==> config.mk <==
export PLATFORM = sky130hd
export DESIGN_NAME = ddr3_dfi_sequencer
export DESIGN_NICKNAME = d
export VERILOG_FILES = /design/src/rtl/ddr3_dfi_sequencer_pkg.sv /design/src/rtl/ddr3_dfi_sequencer_burst_pipe.sv /design/src/rtl/ddr3_dfi_sequencer.sv
export SDC_FILE = /design/constraint.sdc
export NUM_CORES = 1
export LEC_CHECK = 0
export ABC_AREA = 1
export CORE_ASPECT_RATIO = 1.4
export CORE_MARGIN = 8
export CORE_UTILIZATION = 45
export DETAILED_ROUTE_END_ITERATION = 10
export PLACE_DENSITY = 0.82
export REMOVE_ABC_BUFFERS = 1
export SLEW_MARGIN = 20
export SYNTH_ARGS = -nofsm -noshare
export SYNTH_HDL_FRONTEND = slang
export SYNTH_HIERARCHICAL = 1
export SYNTH_SLANG_ARGS = --single-unit
==> constraint.sdc <==
create_clock -name clock -period 3.3 [get_ports clock]
set_input_delay 0.33 -clock clock [delete_from_list [all_inputs] [get_ports clock]]
set_output_delay 0.33 -clock clock [all_outputs]
set_load 0.02 [all_outputs]
==> src/rtl/ddr3_dfi_sequencer_pkg.sv <==
// ============================================================================
// ddr3_dfi_sequencer_pkg : DDR3 command codes and DFI pin encodings
// Rev 1.0
// ============================================================================
`default_nettype none

package ddr3_dfi_sequencer_pkg;

  typedef enum logic [2:0] {
    CMD_NOP  = 3'd0,
    CMD_ACT  = 3'd1,
    CMD_RD   = 3'd2,
    CMD_WR   = 3'd3,
    CMD_PRE  = 3'd4,
    CMD_REF  = 3'd5,
    CMD_MRS  = 3'd6,
    CMD_ZQCL = 3'd7
  } cmd_code_e;

  // {cs_n, ras_n, cas_n, we_n}
  localparam logic [3:0] ENC_NOP  = 4'b0111;
  localparam logic [3:0] ENC_ACT  = 4'b0011;
  localparam logic [3:0] ENC_RD   = 4'b0101;
  localparam logic [3:0] ENC_WR   = 4'b0100;
  localparam logic [3:0] ENC_PRE  = 4'b0010;
  localparam logic [3:0] ENC_REF  = 4'b0001;
  localparam logic [3:0] ENC_MRS  = 4'b0000;
  localparam logic [3:0] ENC_ZQCL = 4'b0110;

  localparam int ZQCL_GAP = 512;

  function automatic logic [3:0] cmd_enc(input logic [2:0] code);
    case (code)
      CMD_ACT:  return ENC_ACT;
      CMD_RD:   return ENC_RD;
      CMD_WR:   return ENC_WR;
      CMD_PRE:  return ENC_PRE;
      CMD_REF:  return ENC_REF;
      CMD_MRS:  return ENC_MRS;
      CMD_ZQCL: return ENC_ZQCL;
      default:  return ENC_NOP;
    endcase
  endfunction

endpackage

`default_nettype wire

==> src/rtl/ddr3_dfi_sequencer_burst_pipe.sv <==
// ============================================================================
// ddr3_dfi_sequencer_burst_pipe : delay shift register with BURST-wide window
// Rev 1.0
// ============================================================================
`default_nettype none

module ddr3_dfi_sequencer_burst_pipe #(
  parameter int DEPTH   = 20,
  parameter int LATENCY = 5,
  parameter int BURST   = 4
) (
  input  logic clock,
  input  logic reset_n,
  input  logic i_fire,
  output logic o_win,
  output logic o_span
);

  // Tap k is high k+1 cycles after i_fire, i.e. tap 0 is the DFI command cycle.
  localparam logic [DEPTH-1:0] c_win_mask  = {{(DEPTH-BURST){1'b0}}, {BURST{1'b1}}} << LATENCY;
  localparam logic [DEPTH-1:0] c_span_mask = c_win_mask | (c_win_mask - DEPTH'(1));

  logic [DEPTH-1:0] r_sr;

  always_ff @(posedge clock or negedge reset_n) begin
    if (!reset_n) r_sr <= '0;
    else          r_sr <= {r_sr[DEPTH-2:0], i_fire};
  end

  assign o_win  = |(r_sr & c_win_mask);
  assign o_span = |(r_sr & c_span_mask);

endmodule

`default_nettype wire

==> src/rtl/ddr3_dfi_sequencer.sv <==
// ============================================================================
// ddr3_dfi_sequencer : single-requester DDR3 DFI command sequencer
// Rev 1.0
// ============================================================================
`default_nettype none

module ddr3_dfi_sequencer
  import ddr3_dfi_sequencer_pkg::*;
#(
  parameter int DDR3_WIDTH = 16,
  parameter int DDR3_MASKS = DDR3_WIDTH / 8,
  parameter int ADDR_BITS  = 14,
  parameter int WR_LATENCY = 5,
  parameter int RD_LATENCY = 5,
  parameter int RD_CAPTURE = 2,
  parameter int BURST      = 4,
  parameter int T_RCD      = 6,
  parameter int T_RP       = 6,
  parameter int T_RFC      = 64,
  parameter int T_MRD      = 4,
  parameter int T_WR       = 6,
  parameter int T_WTR      = 4,
  parameter int T_CCD      = 4
) (
  input  logic                    clock,
  input  logic                    reset_n,
  input  logic                    cfg_cke_i,
  input  logic                    cfg_rst_ni,
  input  logic                    cmd_valid_i,
  output logic                    cmd_ready_o,
  input  logic [2:0]              cmd_code_i,
  input  logic [2:0]              cmd_bank_i,
  input  logic [ADDR_BITS-1:0]    cmd_addr_i,
  output logic                    wdat_ready_o,
  input  logic [2*DDR3_MASKS-1:0] wdat_mask_i,
  input  logic [2*DDR3_WIDTH-1:0] wdat_data_i,
  output logic                    rdat_valid_o,
  output logic [2*DDR3_WIDTH-1:0] rdat_data_o,
  output logic                    dfi_cke_o,
  output logic                    dfi_rst_no,
  output logic                    dfi_cs_no,
  output logic                    dfi_ras_no,
  output logic                    dfi_cas_no,
  output logic                    dfi_we_no,
  output logic                    dfi_odt_o,
  output logic [2:0]              dfi_bank_o,
  output logic [ADDR_BITS-1:0]    dfi_addr_o,
  output logic                    dfi_wstb_o,
  output logic                    dfi_wren_o,
  output logic [2*DDR3_MASKS-1:0] dfi_mask_o,
  output logic [2*DDR3_WIDTH-1:0] dfi_data_o,
  output logic                    dfi_rden_o,
  input  logic [2*DDR3_WIDTH-1:0] dfi_data_i
);

  localparam int DEPTH = 16 + BURST;
  localparam int RV_W  = RD_CAPTURE + 1;
  localparam int WTP   = WR_LATENCY + BURST + T_WR;
  localparam int WTR   = WR_LATENCY + BURST + T_WTR;
  localparam int RTW   = RD_LATENCY + BURST + 2;

  localparam logic [1:0] ST_RESET = 2'd0;
  localparam logic [1:0] ST_READY = 2'd1;
  localparam logic [1:0] ST_ISSUE = 2'd2;
  localparam logic [1:0] ST_WAIT  = 2'd3;

  logic [1:0]           r_state;
  logic [9:0]           r_gap;
  logic [7:0]           r_wtp, r_wtr, r_rtw;
  logic                 r_cke, r_rst_n;
  logic [3:0]           r_cmd;
  logic [2:0]           r_bank;
  logic [ADDR_BITS-1:0] r_addr;

  logic       w_gate, w_accept, w_issue, w_fire_wr, w_fire_rd;
  logic [9:0] w_gap_load;

  always_comb begin
    w_gate = r_cke;
    case (cmd_code_i)
      CMD_NOP:          w_gate = 1'b1;
      CMD_RD:           w_gate = r_cke && (r_wtr == '0);
      CMD_WR:           w_gate = r_cke && (r_rtw == '0);
      CMD_PRE, CMD_REF: w_gate = r_cke && (r_wtp == '0);
      default:          w_gate = r_cke;
    endcase
  end

  // Gap is loaded two short: ISSUE plus the WAIT->READY hop cover the rest,
  // so the next command can be accepted exactly T_x cycles after this one.
  always_comb begin
    w_gap_load = '0;
    case (cmd_code_i)
      CMD_ACT:        w_gap_load = 10'(T_RCD - 2);
      CMD_PRE:        w_gap_load = 10'(T_RP - 2);
      CMD_REF:        w_gap_load = 10'(T_RFC - 2);
      CMD_MRS:        w_gap_load = 10'(T_MRD - 2);
      CMD_ZQCL:       w_gap_load = 10'(ZQCL_GAP - 2);
      CMD_RD, CMD_WR: w_gap_load = 10'(T_CCD - 2);
      default:        w_gap_load = '0;
    endcase
  end

  assign cmd_ready_o = (r_state == ST_READY) && w_gate;
  assign w_accept    = cmd_valid_i && cmd_ready_o;
  assign w_issue     = w_accept && (cmd_code_i != CMD_NOP);
  assign w_fire_wr   = w_accept && (cmd_code_i == CMD_WR);
  assign w_fire_rd   = w_accept && (cmd_code_i == CMD_RD);

  always_ff @(posedge clock or negedge reset_n) begin
    if (!reset_n) begin
      r_state <= ST_RESET;
      r_gap   <= '0;
      r_wtp   <= '0;
      r_wtr   <= '0;
      r_rtw   <= '0;
    end else begin
      case (r_state)
        ST_RESET: r_state <= ST_READY;
        ST_READY: if (w_accept) r_state <= ST_ISSUE;
        ST_ISSUE: r_state <= ST_WAIT;
        default:  if (r_gap == '0) r_state <= ST_READY;
      endcase

      if (w_accept)          r_gap <= w_gap_load;
      else if (r_gap != '0)  r_gap <= r_gap - 10'd1;

      // Guards reach zero exactly N cycles after the loading accept.
      if (w_fire_wr)         r_wtp <= 8'(WTP - 1);
      else if (r_wtp != '0)  r_wtp <= r_wtp - 8'd1;

      if (w_fire_wr)         r_wtr <= 8'(WTR - 1);
      else if (r_wtr != '0)  r_wtr <= r_wtr - 8'd1;

      if (w_fire_rd)         r_rtw <= 8'(RTW - 1);
      else if (r_rtw != '0)  r_rtw <= r_rtw - 8'd1;
    end
  end

  always_ff @(posedge clock or negedge reset_n) begin
    if (!reset_n) begin
      r_cke   <= 1'b0;
      r_rst_n <= 1'b0;
      r_cmd   <= 4'b1111;
      r_bank  <= '0;
      r_addr  <= '0;
    end else begin
      r_cke   <= cfg_cke_i;
      r_rst_n <= cfg_rst_ni;
      if (w_issue) begin
        r_cmd  <= cmd_enc(cmd_code_i);
        r_bank <= cmd_bank_i;
        r_addr <= cmd_addr_i;
      end else begin
        r_cmd  <= ENC_NOP;
        r_bank <= '0;
        r_addr <= '0;
      end
    end
  end

  assign dfi_cke_o  = r_cke;
  assign dfi_rst_no = r_rst_n;
  assign {dfi_cs_no, dfi_ras_no, dfi_cas_no, dfi_we_no} = r_cmd;
  assign dfi_bank_o = r_bank;
  assign dfi_addr_o = r_addr;

  logic                    w_wr_pull, w_wr_span, w_rd_win, w_unused_rd_span;
  logic                    r_wren;
  logic [2*DDR3_MASKS-1:0] r_wmask;
  logic [2*DDR3_WIDTH-1:0] r_wdata;
  logic [RV_W-1:0]         r_rv;
  logic [2*DDR3_WIDTH-1:0] r_rdata;

  // The write window is generated one cycle early; wren is that window registered.
  ddr3_dfi_sequencer_burst_pipe #(
    .DEPTH   (DEPTH),
    .LATENCY (WR_LATENCY - 1),
    .BURST   (BURST)
  ) u_wr_pipe (
    .clock   (clock),
    .reset_n (reset_n),
    .i_fire  (w_fire_wr),
    .o_win   (w_wr_pull),
    .o_span  (w_wr_span)
  );

  ddr3_dfi_sequencer_burst_pipe #(
    .DEPTH   (DEPTH),
    .LATENCY (RD_LATENCY),
    .BURST   (BURST)
  ) u_rd_pipe (
    .clock   (clock),
    .reset_n (reset_n),
    .i_fire  (w_fire_rd),
    .o_win   (w_rd_win),
    .o_span  (w_unused_rd_span)
  );

  always_ff @(posedge clock or negedge reset_n) begin
    if (!reset_n) begin
      r_wren  <= 1'b0;
      r_wmask <= '0;
      r_wdata <= '0;
      r_rv    <= '0;
      r_rdata <= '0;
    end else begin
      r_wren  <= w_wr_pull;
      r_wmask <= w_wr_pull ? wdat_mask_i : '0;
      if (w_wr_pull) r_wdata <= wdat_data_i;
      r_rv    <= (r_rv << 1) | RV_W'(w_rd_win);
      r_rdata <= dfi_data_i;
    end
  end

  assign wdat_ready_o = w_wr_pull;
  assign dfi_wstb_o   = w_wr_pull;
  assign dfi_wren_o   = r_wren;
  assign dfi_mask_o   = r_wmask;
  assign dfi_data_o   = r_wdata;
  assign dfi_odt_o    = w_wr_span | r_wren;
  assign dfi_rden_o   = w_rd_win;
  assign rdat_valid_o = r_rv[RD_CAPTURE];
  assign rdat_data_o  = r_rdata;

endmodule

`default_nettype wire

======== Word level (Yosys, flattened, before mapping) ========
Cells that the tools add are included.
storage, ports and cells
  bits of input ports ..................... 93
  register bits ........................... 148
operators by class
  bitwise operators ....................... 2
  multiplexer cells ....................... 18
  eq/ne operators ......................... 10
  add/sub/neg operators ................... 4
  reductions and logical operators ........ 31
operators by type and width
  kind                     number
  $mux W8                  6
  $pmux W9 S4              1
  $logic_not A8 Y1         3
  $reduce_bool A8 Y1       3
  $sub A8 B1 Y8 const B    3
  $pmux W3 S7              1
  $mux W10                 2
  $mux W14                 1
  $eq A3 B3 Y1 const B     4
  $logic_not A10 Y1        1
  $reduce_bool A10 Y1      1
  $sub A10 B1 Y10 const B  1
  $logic_and A1 B1 Y1      8
  $mux W4                  2
  $reduce_bool A2 Y1       4
  $reduce_or A4 Y1         2
  $reduce_or A8 Y1         1
  $eq A3 B2 Y1 const B     2
  $pmux W2 S3              1
  $mux W2                  2
  $pmux W1 S4              1
  $reduce_bool A4 Y1       1
  $reduce_or A2 Y1         2
  $eq A3 B1 Y1 const B     1
  11 further kinds         11

======== Logic depth before layout (Yosys ltp) ========
  word-level depth ........................ 7
  depth in mapped cells ................... 16

======== Hierarchy ========
The synthesis kept the hierarchy.
by module, submodules not included
  module                                      cells each  area each (sq um)  times used
  ddr3_dfi_sequencer                          491         5,362.6            1
  ddr3_dfi_sequencer_burst_pipe at u_rd_pipe  25          285.3              1
  ddr3_dfi_sequencer_burst_pipe at u_wr_pipe  24          262.8              1

======== Least setup slack after synthesis ========
Ideal clock, no wire load.
  kind .................................... reg2reg
  start ................................... register u_wr_pipe.r_sr[4]
  end ..................................... register r_wdata[10], in the netlist dfi_data_o[10]
  library setup time ...................... 125 ps
  arrival time ............................ 1,679 ps
  period minus slack after synthesis ...... 1,804 ps
  setup slack ............................. 1,496 ps
  stages on the path, launching flop included .. 8
  path through ............................ dfrtp_1 -> inv_1 -> nand2_1 -> nor2_2 -> inv_1 -> clkbuf_1 -> buf_1 -> mux2_2
between the ends
  cells in the longest elaborated chain, start to end .. 1
ends and longest elaborated chain
  item                    line                                 text
  start, declared         ddr3_dfi_sequencer_burst_pipe.sv:23  logic [DEPTH-1:0] r_sr;
  start signal, assigned  ddr3_dfi_sequencer_burst_pipe.sv:27  else r_sr <= {r_sr[DEPTH-2:0], i_fire};
  $reduce_or A4 Y1        ddr3_dfi_sequencer_burst_pipe.sv:30  assign o_win = |(r_sr & c_win_mask);
  via dfi_wstb_o          ddr3_dfi_sequencer.sv:48             output logic dfi_wstb_o,
  end signal, assigned    ddr3_dfi_sequencer.sv:210            if (w_wr_pull) r_wdata <= wdat_data_i;
  end, declared           ddr3_dfi_sequencer.sv:171            logic [2*DDR3_WIDTH-1:0] r_wdata;
The timed path passes the listed nets, and every way through them passes these cells.
A chain may end at the register's enable or synchronous reset.

======== Worst setup path after layout ========
  start ................................... register r_wtp[0]
  end ..................................... output port cmd_ready_o
between the ends
  cells in the longest elaborated chain, start to end .. 4
ends and longest elaborated chain
  item                    line                       text
  start, declared         ddr3_dfi_sequencer.sv:69   logic [7:0] r_wtp, r_wtr, r_rtw;
  start signal, assigned  ddr3_dfi_sequencer.sv:129  if (w_fire_wr) r_wtp <= 8'(WTP - 1);
  start signal, assigned  ddr3_dfi_sequencer.sv:130  else if (r_wtp != '0) r_wtp <= r_wtp - 8'd1;
  $logic_not A8 Y1        ddr3_dfi_sequencer.sv:84   CMD_PRE, CMD_REF: w_gate = r_cke && (r_wtp == '0);
  $logic_and A1 B1 Y1     ddr3_dfi_sequencer.sv:84
  $pmux W1 S4             ddr3_dfi_sequencer.sv:80   case (cmd_code_i)
  $logic_and A1 B1 Y1     ddr3_dfi_sequencer.sv:104  assign cmd_ready_o = (r_state == ST_READY) && w_gate;
  end, declared           ddr3_dfi_sequencer.sv:30   output logic cmd_ready_o,
Every way passes these cells.

==> results_dict.tcl <==
set metrics [dict create \
    run_status "completed" \
    postSynthAreaPerCell_um2 11.1 \
    p_leak_uw 0.00418 \
    setup_tns_ns 0 \
    clock_skew_ns 0.00957 \
    placementRows 49 \
    maxClockFrequency_mhz 363 \
    worst-path-buf-inv 3 \
    fin_hold_ws_ns 0.347 \
    grt_usage_pct 16.8 \
    most_frequent_standard_cell_in_the_layout_excluding_fill_and_tap_cells "clkdlybuf4s50_1" \
    grt_setup_unrepaired "no" \
    critPathKind "flop to output pin" \
    final.period_utilization_pct 83.5 \
    setup_violations 0 \
    design.portCount 191 \
    grt_overflow 0 \
    buffer_ports.inserted 190 \
    drt_first_iter_violations 158 \
    weighted_congestion_reported_at_the_end_of_routability_driven_placement 0.824 \
    grt_start_max_net_pins 86 \
    number_of_global_route_vias_before_repair 4564 \
    cts_inserted_buffers 17 \
    critical-path-slowest-cell "clkdlybuf4s50_1" \
    die_height_um 151 \
    clock_tree.htree_level_count 4 \
    chipWidth_um 113 \
    hold_viol 0 \
    tritoncts "done" \
    crit_path_cell_trace "inv_1, ha_1, nand2_1, nor2_1, nand3_1, nand2_1, inv_1, nand2_2, nand2_4, a21oi_4, clkdlybuf4s50_1" \
    fin_area_mm2 0.00854 \
    postRouteAntennaNets 0 \
    finalMaxSlewViolations 0 \
    ir_worst_vdd_v 0.000421 \
    hpwl_um 10700 \
    mostFrequentLayoutCells "clkdlybuf4s50_1 (189), dfrtp_1 (144), inv_1 (91)" \
    maxSlewHeadroom_pct 49.2 \
    cts_resized 0 \
    timing.final.crit_period_ns 2.76 \
    worstMarginPinSlew_ns 0.762 \
    crit_path_max_fanout 3 \
    worstSetupStartpointType "flop" \
    critPathTopFamily "buffers and inverters" \
    antenna_found_initial 0 \
    clock_latency_ns 0.41 \
    core_box_area_mm2 0.0128 \
    instances_no_fill 902 \
    detail_route.first_pass.iterations 4 \
    max-clock-path-buffers 2 \
    antenna_cells 0 \
    worstHoldPathType "flop to flop" \
    netlist_instances 532 \
    dp.cells 869 \
    cts-root-buf "clkbuf_16" \
    synth_area_mm2 0.00588 \
    clock_pin_transition_on_the_worst_setup_and_hold_timing_paths_ns 0.06 \
    critical_path_arrival_ns 2.43 \
    floorplan.initialDensity_pct 45.9 \
    detail_route.vias_per_cell 4.71 \
    hold_buffers 1 \
    cellPowerDensity_mw_per_mm2 789 \
    detail_route.wirelength_um 14000 \
    end_kind "output pin" \
    route.detailed.drc 0 \
    dpl_cell_area_mm2 0.00794 \
    yosys_warnings 6 \
    grt_pass1_wl_um 22400 \
    detail_route.wl_per_cell_um 15.6 \
    finish.net_count 840 \
    clock_sink_total 148 \
    layout.core_utilization_pct 66.6 \
    cap_viol_max_count 0 \
    layout-drive-gt1-share_pct 15.2 \
    route.vias.total 4251 \
    syn_to_final_growth_pct 45.2 \
    die_area_mm2 0.0170 \
    critical_path.max_stage_delay_ns 0.63 \
    post-cts-setup-buffer-count 0 \
    worstPathRequired_ns 2.97 \
]
[final timing paths]
check | start | to | slack, ns | cells after the start
setup / recovery | r_wtp[0]$_DFFE_PN0P_ | cmd_ready_o | 0.54 | 11
hold / removal | u_rd_pipe/r_sr[1]$_DFF_PN0_ | u_rd_pipe/r_sr[2]$_DFF_PN0_ | 0.35 | 0
setup reg to reg | r_wtp[0]$_DFFE_PN0P_ | r_gap[2]$_DFFE_PN0P_ | 1.25 | 14
hold reg to reg | u_rd_pipe/r_sr[1]$_DFF_PN0_ | u_rd_pipe/r_sr[2]$_DFF_PN0_ | 0.35 | 0
max in group asynchronous | reset_n | r_cmd[1]$_DFF_PN1_ | 1.89 | 3
min in group asynchronous | reset_n | rdat_data_o[15]$_DFF_PN0_ | 0.52 | 2
[metrics by stage]
step                power, uW  setup WS [ns]
finish                   6740          0.544
global route             7160          0.327
CTS                      6810          0.526
detailed placement       4870          0.639
global placement         4740          0.712
floorplan                3920           1.39
[layer usage]
metal | share of wire [%] | GRT usage [%]
met4 | 2.5 | 7.31
met2 | 55 | 31.8
met3 | 6.2 | 5.27
met1 | 36 | 16.6
met5 | 0 | 0
[layout make-up]
| cell class | instances | area (um^2) |
|---|---|---|
| Clock buffer | 19 | 443 |
| Clock inverter | 13 | 148 |
| Fill cell | 970 | 4270 |
| Inverter | 105 | 394 |
| Multi-Input combinational cell | 269 | 1710 |
| Sequential cell | 148 | 3710 |
| Tap cell | 153 | 191 |
| Timing Repair Buffer | 195 | 1940 |
[flip-flops by register name (all words and copies together) (netlist names), 8 cells and up]
name            count
r_wtr               8
r_gap              10
r_rtw               8
r_wtp               8
u_wr_pipe/r_sr      8
rdat_data_o        32
u_rd_pipe/r_sr      9
dfi_data_o         32
dfi_addr_o         14
[worst register-to-register path, cell delays in order, from the launching register on]
cell     delay, ns
dfrtp_1       0.39
inv_1         0.10
ha_1          0.16
nand2_1       0.05
nor2_1        0.15
nand3_1       0.11
nand2_1       0.09
inv_1         0.05
nand2_2       0.07
nand2_4       0.07
nand2_4       0.12
nand3_4       0.19
nand2_1       0.27
nand2_1       0.10
nor2_2        0.09
[where the power goes]
part / switching (uW) / internal [uW]
clock network: 755 / 1150
registers: 284 / 2280
logic: 1210 / 1060
Power figures use the tool's default switching activity.
